===== config.mk =====
export PLATFORM = sky130hd
export DESIGN_NAME = chip_link_tx
export DESIGN_NICKNAME = d
export VERILOG_FILES = /design/src/rtl/chip_link_tx_pkg.sv /design/src/rtl/link_send_fifo.sv /design/src/rtl/chip_link_tx.sv
export SDC_FILE = /design/constraint.sdc
export NUM_CORES = 1
export LEC_CHECK = 0
export CORE_MARGIN = 2
export CORE_UTILIZATION = 45
export CTS_BUF_LIST = sky130_fd_sc_hd__clkbuf_16
export CTS_CLUSTER_DIAMETER = 30
export DETAILED_ROUTE_END_ITERATION = 12
export MAX_ROUTING_LAYER = met4
export SYNTH_ARGS = -nofsm -noshare
export SYNTH_HDL_FRONTEND = slang
export SYNTH_SLANG_ARGS = --single-unit

===== constraint.sdc =====
create_clock -name clk -period 6.6 [get_ports clk]
set_input_delay 0.66 -clock clk [delete_from_list [all_inputs] [get_ports clk]]
set_output_delay 0.66 -clock clk [all_outputs]
set_load 0.05 [all_outputs]

===== src/rtl/chip_link_tx_pkg.sv =====
// Shared definitions for the inter-chip link: sizing helpers, serialiser state
// encoding and phit field widths used by both link directions.
package chip_link_tx_pkg;

  localparam int LINK_PW      = 16;
  localparam int LINK_VALID_W = 1;
  localparam int LINK_SOW_W   = 1;

  function automatic int clog2(input int value);
    int r;
    r = 0;
    for (int i = 0; i < 31; i++) begin
      if ((1 << i) < value) r = i + 1;
    end
    return r;
  endfunction

  // Phits per word: the last phit is zero-padded when DW is not a multiple of PW.
  function automatic int nphit(input int dw, input int pw);
    return (dw + pw - 1) / pw;
  endfunction

  function automatic int phit_cnt_w(input int n);
    return (n <= 1) ? 1 : clog2(n);
  endfunction

  typedef enum logic {
    ST_IDLE = 1'b0,
    ST_SEND = 1'b1
  } tx_state_e;

endpackage


===== src/rtl/link_send_fifo.sv =====
// Synchronous send FIFO with occupancy count; pushes into a full FIFO are dropped.
module link_send_fifo #(
  parameter int DW         = 60,
  parameter int DEPTH_LOG2 = 3
) (
  input  logic                  clk,
  input  logic                  rst_n,
  input  logic                  i_push,
  input  logic [DW-1:0]         i_data,
  input  logic                  i_pop,
  output logic [DW-1:0]         o_head,
  output logic [DEPTH_LOG2:0]   o_count,
  output logic                  o_empty
);

  localparam int DEPTH = 1 << DEPTH_LOG2;
  localparam int CW    = DEPTH_LOG2 + 1;
  localparam logic [DEPTH_LOG2:0] FULL_CNT = CW'(DEPTH);

  logic [DW-1:0]         r_mem [DEPTH];
  logic [DEPTH_LOG2-1:0] r_wr_ptr;
  logic [DEPTH_LOG2-1:0] r_rd_ptr;
  logic [DEPTH_LOG2:0]   r_count;
  logic                  w_push_ok;
  logic                  w_pop_ok;

  assign w_push_ok = i_push & (r_count != FULL_CNT);
  assign w_pop_ok  = i_pop & (r_count != '0);

  always_ff @(posedge clk) begin
    if (w_push_ok) r_mem[r_wr_ptr] <= i_data;
  end

  always_ff @(posedge clk or negedge rst_n) begin
    if (!rst_n) begin
      r_wr_ptr <= '0;
      r_rd_ptr <= '0;
      r_count  <= '0;
    end else begin
      if (w_push_ok) r_wr_ptr <= r_wr_ptr + 1'b1;
      if (w_pop_ok)  r_rd_ptr <= r_rd_ptr + 1'b1;
      case ({w_push_ok, w_pop_ok})
        2'b10:   r_count <= r_count + 1'b1;
        2'b01:   r_count <= r_count - 1'b1;
        default: r_count <= r_count;
      endcase
    end
  end

  assign o_head  = r_mem[r_rd_ptr];
  assign o_count = r_count;
  assign o_empty = (r_count == '0);

endmodule


===== src/rtl/chip_link_tx.sv =====
// Transmit side of the inter-chip link: buffers tagged words and serialises
// them LSB-phit first onto a narrow valid/ready link.
module chip_link_tx
  import chip_link_tx_pkg::*;
#(
  parameter int DW         = 60,
  parameter int PW         = LINK_PW,
  parameter int DEPTH_LOG2 = 3
) (
  input  logic                clk,
  input  logic                rst_n,
  input  logic                data_out_wr,
  input  logic [DW-1:0]       data_out,
  output logic                send_fifo_full,
  output logic                link_valid,
  output logic [PW-1:0]       link_data,
  output logic                link_sow,
  input  logic                link_ready,
  output logic                overflow_err,
  output logic                tx_idle,
  output tx_state_e           o_dbg_state,
  output logic [DEPTH_LOG2:0] o_dbg_count
);

  localparam int NPHIT = nphit(DW, PW);
  localparam int PCW   = phit_cnt_w(NPHIT);
  localparam int SW    = NPHIT * PW;
  localparam int DEPTH = 1 << DEPTH_LOG2;
  localparam int CW    = DEPTH_LOG2 + 1;
  localparam logic [PCW-1:0]      LAST_PHIT = PCW'(NPHIT - 1);
  localparam logic [DEPTH_LOG2:0] FULL_THR  = CW'(DEPTH - 2);
  localparam logic [DEPTH_LOG2:0] FULL_CNT  = CW'(DEPTH);

  tx_state_e           r_state;
  logic [SW-1:0]       r_shift;
  logic [PCW-1:0]      r_phit_cnt;
  logic                r_link_valid;
  logic                r_link_sow;
  logic                r_overflow;

  logic [DW-1:0]       w_head;
  logic [DEPTH_LOG2:0] w_count;
  logic                w_empty;
  logic                w_last;
  logic                w_accept;
  logic                w_pop;

  // Handshake: a phit transfers on a clock edge where link_valid & link_ready;
  // while valid is high and ready is low, data/sow are held unchanged, and
  // ready seen while valid is low has no effect.
  assign w_last   = (r_phit_cnt == LAST_PHIT);
  assign w_accept = r_link_valid & link_ready;
  assign w_pop    = ~w_empty & ((r_state == ST_IDLE) | (w_accept & w_last));

  link_send_fifo #(
    .DW         (DW),
    .DEPTH_LOG2 (DEPTH_LOG2)
  ) u_fifo (
    .clk     (clk),
    .rst_n   (rst_n),
    .i_push  (data_out_wr),
    .i_data  (data_out),
    .i_pop   (w_pop),
    .o_head  (w_head),
    .o_count (w_count),
    .o_empty (w_empty)
  );

  always_ff @(posedge clk or negedge rst_n) begin
    if (!rst_n) begin
      r_state      <= ST_IDLE;
      r_shift      <= '0;
      r_phit_cnt   <= '0;
      r_link_valid <= 1'b0;
      r_link_sow   <= 1'b0;
    end else begin
      case (r_state)
        ST_IDLE: begin
          if (!w_empty) begin
            r_shift      <= SW'(w_head);
            r_phit_cnt   <= '0;
            r_link_valid <= 1'b1;
            r_link_sow   <= 1'b1;
            r_state      <= ST_SEND;
          end
        end
        ST_SEND: begin
          if (w_accept) begin
            if (!w_last) begin
              r_shift    <= r_shift >> PW;
              r_phit_cnt <= r_phit_cnt + 1'b1;
              r_link_sow <= 1'b0;
            end else if (!w_empty) begin
              // Next word loads on the same edge: no idle cycle between words.
              r_shift    <= SW'(w_head);
              r_phit_cnt <= '0;
              r_link_sow <= 1'b1;
            end else begin
              r_shift      <= '0;
              r_phit_cnt   <= '0;
              r_link_valid <= 1'b0;
              r_link_sow   <= 1'b0;
              r_state      <= ST_IDLE;
            end
          end
        end
        default: r_state <= ST_IDLE;
      endcase
    end
  end

  always_ff @(posedge clk or negedge rst_n) begin
    if (!rst_n) begin
      r_overflow <= 1'b0;
    end else if (data_out_wr && (w_count == FULL_CNT)) begin
      r_overflow <= 1'b1;
    end
  end

  // Two-entry reserve absorbs the one-cycle lag of the upstream write strobe.
  assign send_fifo_full = (w_count >= FULL_THR);
  assign link_valid     = r_link_valid;
  assign link_data      = r_shift[PW-1:0];
  assign link_sow       = r_link_sow;
  assign overflow_err   = r_overflow;
  assign tx_idle        = (r_state == ST_IDLE) & w_empty;
  assign o_dbg_state    = r_state;
  assign o_dbg_count    = w_count;

endmodule


==> flow_metrics.py <==
metrics = {
    "outcome": {
        "status": "completed",
    },
    "finish": {
        "fill_cells": 3587,
        "fin_nets": 1221,
        "layout-drive-gt1-share_pct": 22.6,
        "diodes": 0,
        "syn2layout_area_growth_pct": 23.5,
        "final_core_util_pct": 55.9,
        "seq_area_um2": 16300,
        "multi_input_area_um2": 4730,
    },
    "grt": {
        "grt_usage_pct": 19.2,
        "grt_pass1_vias": 10700,
        "grt.overflow.total": 0,
        "antenna_found_initial": 0,
        "grt_max_degree": 72,
        "grt_pass1_wl_um": 68200,
    },
    "logic_synthesis": {
        "synthArstFlopShare_pct": 13.7,
        "ys_dominant_reg_cell": "edfxtp_1",
        "synth_seq_area_share_pct": 75.9,
        "synth_seq_cells": 556,
        "synth-edff-count": 480,
        "postSynthCellCount": 1000,
        "synth_area_um2": 21500,
        "avgSynthCellArea_um2": 21.5,
        "syn_nets": 1070,
        "synth_cell_types": 42,
        "yosys_warnings": 0,
    },
    "timing": {
        "min_period_ns": 3.47,
        "fin_crit_sh_pct": 52.5,
        "setup_violations": 0,
        "grt_setup_unrepaired": "no",
        "finClkSkew_ns": 0.0204,
        "holdWs_ns": 0.475,
        "hold_viol_final": 0,
        "tightest_slew_ns": 0.924,
        "finalSetupTns_ns": 0,
        "fmax_ghz": 0.289,
        "timing.slew.headroom_pct": 38.4,
        "slew_violations": 0,
    },
    "power": {
        "p_leak_uw": 0.00924,
        "cellPowerDensity_nw_per_um2": 486,
        "peakVddDrop_mv": 0.237,
    },
    "detailed_routing": {
        "wl_um": 45200,
        "via_per_inst": 5.50,
        "post_drt_wl_per_cell_um": 24.3,
        "drtIter0Drc": 831,
        "drc": 0,
        "vias": 10200,
        "ant_nets": 0,
        "dr.pass1.iters": 5,
    },
    "worst_setup_path": {
        "critical_path.top_delay_family": "buffers and inverters",
        "path_buf_inv": 1,
        "worstPathRequired_ns": 5.94,
        "crit_fanout": 10,
        "slowest_stage": "clkdlybuf4s50_1",
        "cpPeakStageDelay_ns": 0.86,
        "setup.worst_path.class": "flop to output port",
        "cp.arrival_ns": 2.81,
        "start_kind": "flop",
        "crit_chain": "or4_4 > nor2_1 > clkdlybuf4s50_1",
        "end_kind": "output port",
    },
    "cts": {
        "clk_pin_slew_worst_paths_ns": 0.05,
        "cts_resized": 0,
        "cts_tree": "done",
        "clock_sinks": 556,
        "cts_htree_levels": 3,
        "cts_root_buf": "clkbuf_16",
        "clock_latency_ns": 0.64,
        "cts.path.max_buffers": 3,
        "cts_buffers": 110,
    },
    "die": {
        "start_util_pct": 45.3,
        "die_h_um": 223,
        "die_width_um": 223,
        "rows": 80,
        "die_area_um2": 49500,
        "core_area_um2": 47400,
        "io_pins": 90,
    },
    "placed_design": {
        "place.gp.congestion": 0.744,
        "hpwl_um": 24900,
        "place.port_buffers": 89,
    },
    "flow_run": {
        "cap_viol_max_count": 0,
    },
    "min_path": {
        "hold_class": "flop to flop",
    },
}
## worst min-delay path, stage by stage (launching register included)
cell,delay [ns]
dfrtp_1,0.34
nand2_1,0.05
nand2_1,0.05
## per-stage QoR
| stage | cell area [um2] | instances | setup slack (ns) | power, uW |
|---|---|---|---|---|
| after floorplan | 21500 | 1000 | 0.468 | 6800 |
| after global placement | 22900 | 1653 | 2.61 | 7610 |
| after detailed placement | 22900 | 1653 | 2.60 | 7660 |
| after CTS | 26500 | 1856 | 3.08 | 13100 |
| after global routing | 26500 | 1856 | 2.88 | 13400 |
| final | 26500 | 1856 | 3.13 | 12900 |
## synthesized netlist by cell type, types with 2 or more instances
cell type    n  area [um2]
a21oi_1      3        15.0
buf_8        4        60.1
nor3_1       4        20.0
xnor2_1      4        35.0
mux4_1      47        1230
clkbuf_8     3        41.3
buf_4       18         135
a22oi_1     44         330
edfxtp_1   480       14400
a31oi_1      2        12.5
nand2b_1     4        25.0
buf_6        9         101
xor2_1       4        35.0
mux2i_1     61         611
ha_1         6        75.1
clkbuf_2     6        30.0
mux4_2      73        1640
dfrtp_1     76        1900
buf_2       18        90.1
inv_1        3        11.3
nand2_1     32         120
o21ai_2      4        35.0
clkbuf_1    11        41.3
o21ai_0     57         285
nor2_1       8        30.0
o21ai_1      2        10.0
nor3b_1      2        15.0
## metal layers
layer	vias to the layer above	share of wire (%)	GRT usage, %
li1	4499	-	-
met1	5364	45	25.9
met2	262	49	29.6
met3	80	4.3	3.97
met4	0	1.9	6.34
met5	-	0	-
## layout by cell type (no fill, tap or decap), drive strengths merged, types with 2 or more instances in the layout
| cell | synthesis | final |
|---|---|---|
| mux4 | 120 | 120 |
| nor3b | 2 | 2 |
| a31oi | 2 | 2 |
| clkinvlp | 0 | 9 |
| nor3 | 5 | 5 |
| buf | 50 | 20 |
| and3 | 2 | 2 |
| clkdlybuf4s50 | 0 | 88 |
| a21oi | 4 | 4 |
| nand2b | 4 | 4 |
| clkbuf | 20 | 110 |
| mux2i | 61 | 61 |
| xor2 | 4 | 4 |
| a22oi | 44 | 44 |
| bufinv | 0 | 15 |
| clkinv | 0 | 42 |
| nand2 | 32 | 32 |
| dfrtp | 76 | 76 |
| edfxtp | 480 | 480 |
| nor2 | 8 | 8 |
| o21ai | 63 | 63 |
| a21o | 2 | 2 |
| xnor2 | 4 | 4 |
| ha | 6 | 6 |
| inv | 3 | 29 |
## state kept, by name, indices dropped and copies added (netlist names)
register	cells
o_dbg_state	1
r_shift	60
u_fifo.r_mem	480
overflow_err	1
u_fifo.r_rd_ptr	3
u_fifo.r_wr_ptr	3
u_fifo.o_count	4
link_valid	1
r_phit_cnt	2
link_sow	1
## area by class of cell
class	count	share of cell area [%]
sequential	556	61.5
clock inverter	92	3.38
multi-input combinational	371	17.8
timing repair buffer	109	3.97
tap	615	2.90
clock buffer	110	10.4
inverter	3	0.0424
## power breakdown
group	internal [uW]	switching, uW
combinational	1150	1530
clock	3590	1780
sequential	4460	379
total	9210	3680
## final timing paths
check | startpoint | endpoint | slack, ns | depth (start not counted)
worst max-delay path | u_fifo.o_count[1]$_DFFE_PN0P_ | tx_idle | 3.13 | 3
max in group asynchronous | rst_n | u_fifo.r_rd_ptr[1]$_DFFE_PN0P_ | 5.07 | 3
worst max register to register | u_fifo.o_count[1]$_DFFE_PN0P_ | u_fifo.r_mem[2][14]$_DFFE_PP_ | 3.27 | 5
worst min register to register | link_sow$_DFFE_PN0P_ | link_sow$_DFFE_PN0P_ | 0.47 | 2
min in group asynchronous | rst_n | link_sow$_DFFE_PN0P_ | 0.50 | 2
worst min-delay path | link_sow$_DFFE_PN0P_ | link_sow$_DFFE_PN0P_ | 0.47 | 2
## cells by family after synthesis
logic type      count (synthesis)  synth area share [%]
compound gates                119                  3.52
fa+ha+maj                       6                 0.349
simple gates                   56                  1.21
flops                         556                  75.9
buf+inv                        73                  2.39
mux                           182                  16.3
xor+xnor                        8                 0.326
## timing repair
item | in CTS | in global routing
endpoints found under the hold margin | 31 | 0
setup buffers | 0 | 0
hold buffers | 1 | 0
No activity file was read; power rests on OpenSTA's default activity.
